===== config.mk =====
export PLATFORM = sky130hd
export DESIGN_NAME = muldiv_unit
export DESIGN_NICKNAME = d
export VERILOG_FILES = /design/src/rtl/muldiv_unit.sv
export SDC_FILE = /design/constraint.sdc
export NUM_CORES = 1
export LEC_CHECK = 0
export BUFFER_PORTS_ARGS = -buffer_cell sky130_fd_sc_hd__buf_2
export CORE_MARGIN = 4
export CORE_UTILIZATION = 45
export DETAILED_ROUTE_END_ITERATION = 10
export PLACE_DENSITY_LB_ADDON = 0.12
export SLEW_MARGIN = 10
export SYNTH_ARGS = -nofsm -noshare
export SYNTH_HDL_FRONTEND = slang
export SYNTH_SLANG_ARGS = --single-unit

===== constraint.sdc =====
create_clock -name clk -period 8.7 [get_ports clk]
set_input_delay 1.74 -clock clk [delete_from_list [all_inputs] [get_ports clk]]
set_output_delay 1.74 -clock clk [all_outputs]
set_load 0.05 [all_outputs]

===== src/rtl/muldiv_unit.sv =====
// Iterative radix-2 multiply/divide unit with architectural HI/LO registers.
// Signed operations run on magnitudes; signs are applied in a single fix-up cycle.
module muldiv_unit #(
   parameter int WIDTH = 32
) (
   input  logic             clk,
   input  logic             reset,
   input  logic             start,
   input  logic [1:0]       op,
   input  logic [WIDTH-1:0] srca,
   input  logic [WIDTH-1:0] srcb,
   input  logic             hi_we,
   input  logic             lo_we,
   input  logic [WIDTH-1:0] wd,
   output logic             busy,
   output logic             done,
   output logic [WIDTH-1:0] hi,
   output logic [WIDTH-1:0] lo
);

   localparam int CW = $clog2(WIDTH);

   typedef enum logic [1:0] {S_IDLE, S_CALC, S_FIX} state_e;

   state_e             state_q, state_d;
   logic [CW-1:0]      cnt_q, cnt_d;
   logic [1:0]         op_q, op_d;
   logic               a_neg_q, a_neg_d, b_neg_q, b_neg_d, b_zero_q, b_zero_d;
   logic [WIDTH-1:0]   b_q, b_d, hi_q, hi_d, lo_q, lo_d;
   logic [2*WIDTH-1:0] acc_q, acc_d;
   logic               done_q, done_d;

   logic               in_signed, a_sgn, b_sgn, is_div, signed_op, div_ge;
   logic [WIDTH-1:0]   a_abs, b_abs, div_rem;
   logic [WIDTH:0]     mul_sum, div_sh;
   logic [2*WIDTH-1:0] acc_neg;

   assign in_signed = ~op[0];
   assign a_sgn     = in_signed & srca[WIDTH-1];
   assign b_sgn     = in_signed & srcb[WIDTH-1];
   assign a_abs     = a_sgn ? -srca : srca;
   assign b_abs     = b_sgn ? -srcb : srcb;

   assign is_div    = op_q[1];
   assign signed_op = ~op_q[0];

   // Multiply: acc = {partial product, remaining multiplier bits}.
   assign mul_sum = {1'b0, acc_q[2*WIDTH-1:WIDTH]} + (acc_q[0] ? {1'b0, b_q} : '0);
   // Divide: acc = {remainder, dividend bits turning into quotient bits}.
   assign div_sh  = {acc_q[2*WIDTH-1:WIDTH], acc_q[WIDTH-1]};
   assign div_ge  = div_sh >= {1'b0, b_q};
   assign div_rem = div_sh[WIDTH-1:0] - b_q;
   assign acc_neg = -acc_q;

   always_comb begin
      state_d  = state_q;
      cnt_d    = cnt_q;
      op_d     = op_q;
      a_neg_d  = a_neg_q;
      b_neg_d  = b_neg_q;
      b_zero_d = b_zero_q;
      b_d      = b_q;
      acc_d    = acc_q;
      hi_d     = hi_q;
      lo_d     = lo_q;
      done_d   = 1'b0;
      case (state_q)
         S_IDLE: begin
            if (start) begin
               op_d     = op;
               a_neg_d  = a_sgn;
               b_neg_d  = b_sgn;
               b_zero_d = (srcb == '0);
               b_d      = b_abs;
               acc_d    = {{WIDTH{1'b0}}, a_abs};
               cnt_d    = CW'(WIDTH - 1);
               state_d  = S_CALC;
            end else begin
               if (hi_we) hi_d = wd;
               if (lo_we) lo_d = wd;
            end
         end
         S_CALC: begin
            if (is_div) begin
               acc_d = div_ge ? {div_rem, acc_q[WIDTH-2:0], 1'b1}
                              : {div_sh[WIDTH-1:0], acc_q[WIDTH-2:0], 1'b0};
            end else begin
               acc_d = {mul_sum, acc_q[WIDTH-1:1]};
            end
            if (cnt_q == '0) state_d = S_FIX;
            else             cnt_d   = cnt_q - CW'(1);
         end
         S_FIX: begin
            state_d = S_IDLE;
            done_d  = 1'b1;
            if (is_div) begin
               // A zero divisor leaves quotient all ones, so its sign is never applied.
               hi_d = (signed_op && a_neg_q) ? -acc_q[2*WIDTH-1:WIDTH] : acc_q[2*WIDTH-1:WIDTH];
               lo_d = (signed_op && (a_neg_q ^ b_neg_q) && !b_zero_q) ? -acc_q[WIDTH-1:0]
                                                                       : acc_q[WIDTH-1:0];
            end else begin
               {hi_d, lo_d} = (signed_op && (a_neg_q ^ b_neg_q)) ? acc_neg : acc_q;
            end
         end
         default: state_d = S_IDLE;
      endcase
   end

   // NOTE: state registers use non-blocking assignments so every flop samples pre-edge values.
   always_ff @(posedge clk or posedge reset) begin
      if (reset) begin
         state_q  <= S_IDLE;
         cnt_q    <= '0;
         op_q     <= '0;
         a_neg_q  <= 1'b0;
         b_neg_q  <= 1'b0;
         b_zero_q <= 1'b0;
         b_q      <= '0;
         acc_q    <= '0;
         hi_q     <= '0;
         lo_q     <= '0;
         done_q   <= 1'b0;
      end else begin
         state_q  <= state_d;
         cnt_q    <= cnt_d;
         op_q     <= op_d;
         a_neg_q  <= a_neg_d;
         b_neg_q  <= b_neg_d;
         b_zero_q <= b_zero_d;
         b_q      <= b_d;
         acc_q    <= acc_d;
         hi_q     <= hi_d;
         lo_q     <= lo_d;
         done_q   <= done_d;
      end
   end

   assign busy = (state_q != S_IDLE);
   assign done = done_q;
   assign hi   = hi_q;
   assign lo   = lo_q;

endmodule


## Word-level counts from Yosys, hierarchy flattened

Index checks and enable logic that the tools add are counted.

- Input bits: 103
- Word-level logic and storage cells: 74
- Bits in registers: 173

- Add/subtract/negate cells: 8
- Reductions and logical operators: 16
- Equal/unequal tests: 8
- Mux-type cells: 25
- Bitwise logic cells: 5
- Magnitude comparators: 1

Operators with widths:

| kind | number |
|---|---|
| 32-bit two-way mux | 11 |
| 64-bit two-way mux | 4 |
| 32-bit negator | 4 |
| 32-bit one-hot mux with 2 select lines | 2 |
| 64-bit one-hot mux with 2 select lines | 1 |
| 64-bit negator | 1 |
| 32-bit by 32-bit adder with 33-bit output | 1 |
| 33-bit by 32-bit >= comparator with 1-bit output | 1 |
| 32-bit zero test | 1 |
| 32-bit subtractor | 1 |
| 2-bit != test (second input constant) | 6 |
| 5-bit two-way mux | 2 |
| 5-bit one-hot mux with 2 select lines | 1 |
| 3-bit AND reduction | 3 |
| 2-bit AND reduction | 3 |
| 2-bit nonzero test | 3 |
| 5-bit zero test | 1 |
| 5-bit by 1-bit subtractor with 5-bit output (second input constant) | 1 |
| 2-bit two-way mux | 2 |
| 2-bit one-hot mux with 2 select lines | 1 |
| 1-bit logical AND | 3 |
| 1-bit AND | 2 |
| 2-bit by 1-bit == test with 1-bit output (second input constant) | 1 |
| 2-bit == test (second input constant) | 1 |
| 5 further kinds | 6 |

## Logic depth before layout (Yosys ltp)

- Depth after elaboration: 6
- Mapped depth: 14
- Depth with buffers taken out: 13

## Least setup slack after synthesis

OpenSTA, ideal clock, no wires.

- Path kind: in2reg
- Start: in srca[9]
- End: reg acc_q[21]
- Cell stages on the path: 9
- Arrival: 3.702 ns
- Setup time: 0.137 ns
- Setup slack: 4.861 ns
- Cells stage by stage: nor4_1 -> or3b_1 -> nor3_1 -> nand2_1 -> o41ai_1 -> xor2_1 -> nor2_1 -> a211oi_1 -> a21oi_1

- Word-level cells in the longest chain between the ends: 4

RTL lines:

| element | line | RTL |
|---|---|---|
| from (decl) | 10 | `input logic [WIDTH-1:0] srca,` |
| 32-bit negator | 41 | `assign a_abs = a_sgn ? -srca : srca;` |
| 32-bit two-way mux | 41 |  |
| 64-bit two-way mux | 69 | `if (start) begin` |
| 64-bit one-hot mux with 2 select lines | 67 | `case (state_q)` |
| to (signal assigned) | 119 | `acc_q <= '0;` |
| to (signal assigned) | 131 | `acc_q <= acc_d;` |
| to (decl) | 30 | `logic [2*WIDTH-1:0] acc_q, acc_d;` |

No other way between the ends. The select of a mux whose other input is x is not followed.
A chain may end at the register's enable or synchronous reset.

## Worst setup path after layout

- Start: in srcb[4]
- End: reg b_q[27]

- Word-level cells in the longest chain between the ends: 2

RTL lines:

| element | line | RTL |
|---|---|---|
| from (decl) | 11 | `input logic [WIDTH-1:0] srcb,` |
| 32-bit negator | 42 | `assign b_abs = b_sgn ? -srcb : srcb;` |
| 32-bit two-way mux | 42 |  |
| to (signal assigned) | 118 | `b_q <= '0;` |
| to (signal assigned) | 130 | `b_q <= b_d;` |
| to (decl) | 29 | `logic [WIDTH-1:0] b_q, b_d, hi_q, hi_d, lo_q, lo_d;` |

No other way between the ends.

==> impl_metrics.toml <==
[global_routing]
grt_pass1_wl_um = 74440
grt_overflow = 0
grt_pass1_vias = 12990
antenna_found_initial = 0
track_usage_pct = 26.23
grt_max_degree = 129

[setup_path]
cp.arrival_ps = 4340
crit_start = "srcb[4]"
critPathMaxFanout = 4
startpoint_type = "input port"
r2r-start = "acc_q[0]"
endpoint_kind = "flip-flop"
rr_endpoint = "acc_q[62]"
rrSetupSlack_ps = 4670
criticalPathCategory = "input port to flip-flop"
crit_end = "b_q[27]"
crit_required_ps = 8990
reg2reg_depth = 12

[sta]
rsz0062_at_grt = "no"
finalMaxSlewViolations = 0
slew_headroom_pct = 22.14
fin_crit_ps = 4049
timing.final.crit_share_pct = 46.54
fin_setup_tns_ps = 0
fin_skew_ps = 14.61
worst_pin_slew_ps = 1168
fmax_ghz = 0.2470
setup_ws_ps = 4651
finalSetupViolCount = 0
hold_viol_final = 0

[logic_synthesis]
synth_edf_count = 0
synth.top_cells.by_area = "dfrtp_1, mux2i_1, xnor2_1, ha_1, nand2_1"
synth_warnings = 0
yosysMostFrequentCell = "nand2_1"
ys_ff_latch = 173
yosysUniqueCellTypes = 79
synthFlopType = "dfrtp_1"
synth_commonest_cells = "nand2_1, dfrtp_1, o21ai_0"
syn_nets = 1977
synthCells = 1802
yosysSeqAreaShare_pct = 29.58
avgSynthCellArea_um2 = 8.122
netlist_area_mm2 = 0.01464
synth.top_cell.area_share_pct = 29.58
synthArstFlopShare_pct = 100.0
synth_top_area_cell = "dfrtp_1"

[power_and_ir_drop]
ir_drop_v = 0.0002528
p_per_area_mw_per_mm2 = 484.5
p_leak_nw = 7.099
internal_power_mw = 3.699
seq_power_share_pct = 22.0
switching_share_pct = 53.30
p_sw_mw = 4.221
share_comb_of_total_power_pct = 67.0
clock_power_share_pct = 11.0

[cts]
cts_hold_buf = 0
clock_latency_ps = 460
clk_pin_slew_worst_paths_ps = 70
cts-root-buf = "clkbuf_16"
cts_tree = "done"
cts-htree-levels = 4
postCtsSetupBuffers = 0
postCtsResizedCells = 0
cts_buffer_depth = 2
cts.sinks = 173
cts_buffers = 17

[route]
num_vias = 13650
wire_per_inst_um = 20.22
routed_wl_um = 47340
drc_errors = 0
via_per_inst = 5.831
dr.pass1.iters = 5
ant_nets = 0
drt_first_iter_violations = 1212

[floorplan]
die_w_um = 188.4
num_rows = 65
ios = 169
core_area_mm2 = 0.03180
dieArea_mm2 = 0.03548
start_util_pct = 46.03
die_y_um = 188.4

[finish]
nFillCells = 3115
seq_area_mm2 = 0.004330
diodes = 0
fin_nets = 2068
stdcell_area_mm2 = 0.01635
syn2layout_area_growth_pct = 11.68
multiInputGateArea_mm2 = 0.009617
drive_above_1_share_pct = 13.27

[placed_design]
numPortBuffers = 168
place.gp.congestion = 0.9248
hpwl_um = 35950
place_ws_ps = 4147
placed_area_mm2 = 0.01570

[min_path]
hold_path.class = "flip-flop to flip-flop"

[status]
status = "complete, no violations"

[flow_run]
drv_cap = 0
[power by group through the flow]
stage / logic (mW) / registers, mW / clock network, mW
after floorplan: 3.66 / 1.93 / 0
after global placement: 5.20 / 1.73 / 0
after detailed placement: 5.22 / 1.74 / 0
after CTS: 5.24 / 1.73 / 0.881
after global routing: 5.81 / 1.80 / 0.912
final: 5.31 / 1.75 / 0.868
[worst max-delay path, stage by stage]
cell and delay, ps:
buf_2 120, nor4_1 440, nand2_1 190, or4_1 550, nor2_1 260, nand2_1 150, nor4b_1 490, a21oi_1 160
xnor2_1 170, o21ai_1 70
[placed cells by master, fill, tap and decap left out, drive strengths merged, types with 21 or more instances in the layout]
cell / netlist / routed
ha: 70 / 70
nand2: 199 / 199
xnor2: 104 / 104
mux2i: 114 / 114
a211oi: 21 / 21
dfrtp: 173 / 173
xor2: 63 / 63
a21oi: 128 / 128
a31oi: 29 / 29
inv: 75 / 81
nor3: 32 / 32
o211ai: 29 / 29
buf: 31 / 179
a21o: 47 / 47
nor2: 125 / 125
o21ai: 203 / 203
nand2b: 22 / 22
[per-stage QoR]
stage	power [mW]	std cells	utilization [%]	hold slack [ps]
finish	7.920	2341	51.40	481.0
detailed placement	6.965	2309	49.38	471.6
global placement	6.930	2309	49.38	463.5
CTS	7.852	2341	51.40	487.5
floorplan	5.592	1802	-	449.8
global route	8.523	2341	51.40	504.5
[how the worst min path moves through the flow]
| stage | startpoint | endpoint | slack, ps | cells past startpoint |
|---|---|---|---|---|
| final | b_q[13] | b_q[13] | 480 | 2 |
| after global routing | b_q[14] | b_q[14] | 500 | 2 |
| after CTS | b_q[12] | b_q[12] | 490 | 2 |
| after detailed placement | b_q[12] | b_q[12] | 470 | 2 |
| after global placement | b_q[3] | b_q[3] | 460 | 2 |
| after floorplan | b_q[10] | b_q[10] | 450 | 2 |
[layer usage]
| metal | vias up | wire length [µm] | GRT usage, % |
|---|---|---|---|
| met5 | - | 0 | 0 |
| met4 | 0 | 667 | 5.353 |
| met3 | 34 | 3350 | 4.761 |
| met2 | 462 | 20010 | 38.67 |
| met1 | 6518 | 23310 | 40.21 |
| li1 | 6637 | - | - |
[kinds of logic after synthesis]
kind of cell	synth area share, %
simple gates	17.91
flops	29.58
fa+ha+maj	6.257
xor+xnor	9.993
buf+inv	4.864
mux	7.950
compound gates	23.45
[cell type report]
class | instances | share of cell area [%]
tap | 435 | 3.330
clock buffer | 19 | 2.710
sequential | 173 | 26.49
timing repair buffer | 179 | 5.649
clock inverter | 13 | 1.232
multi-input combinational | 1447 | 58.83
inverter | 75 | 1.753
[sequential cells by signal, indices dropped and copies added (netlist names)]
register / flops
b_neg_q: 1
lo: 32
a_neg_q: 1
acc_q: 64
op_q: 2
cnt_q: 5
b_zero_q: 1
b_q: 32
done: 1
hi: 32
state_q: 2
Power figures use the tool's default switching activity.
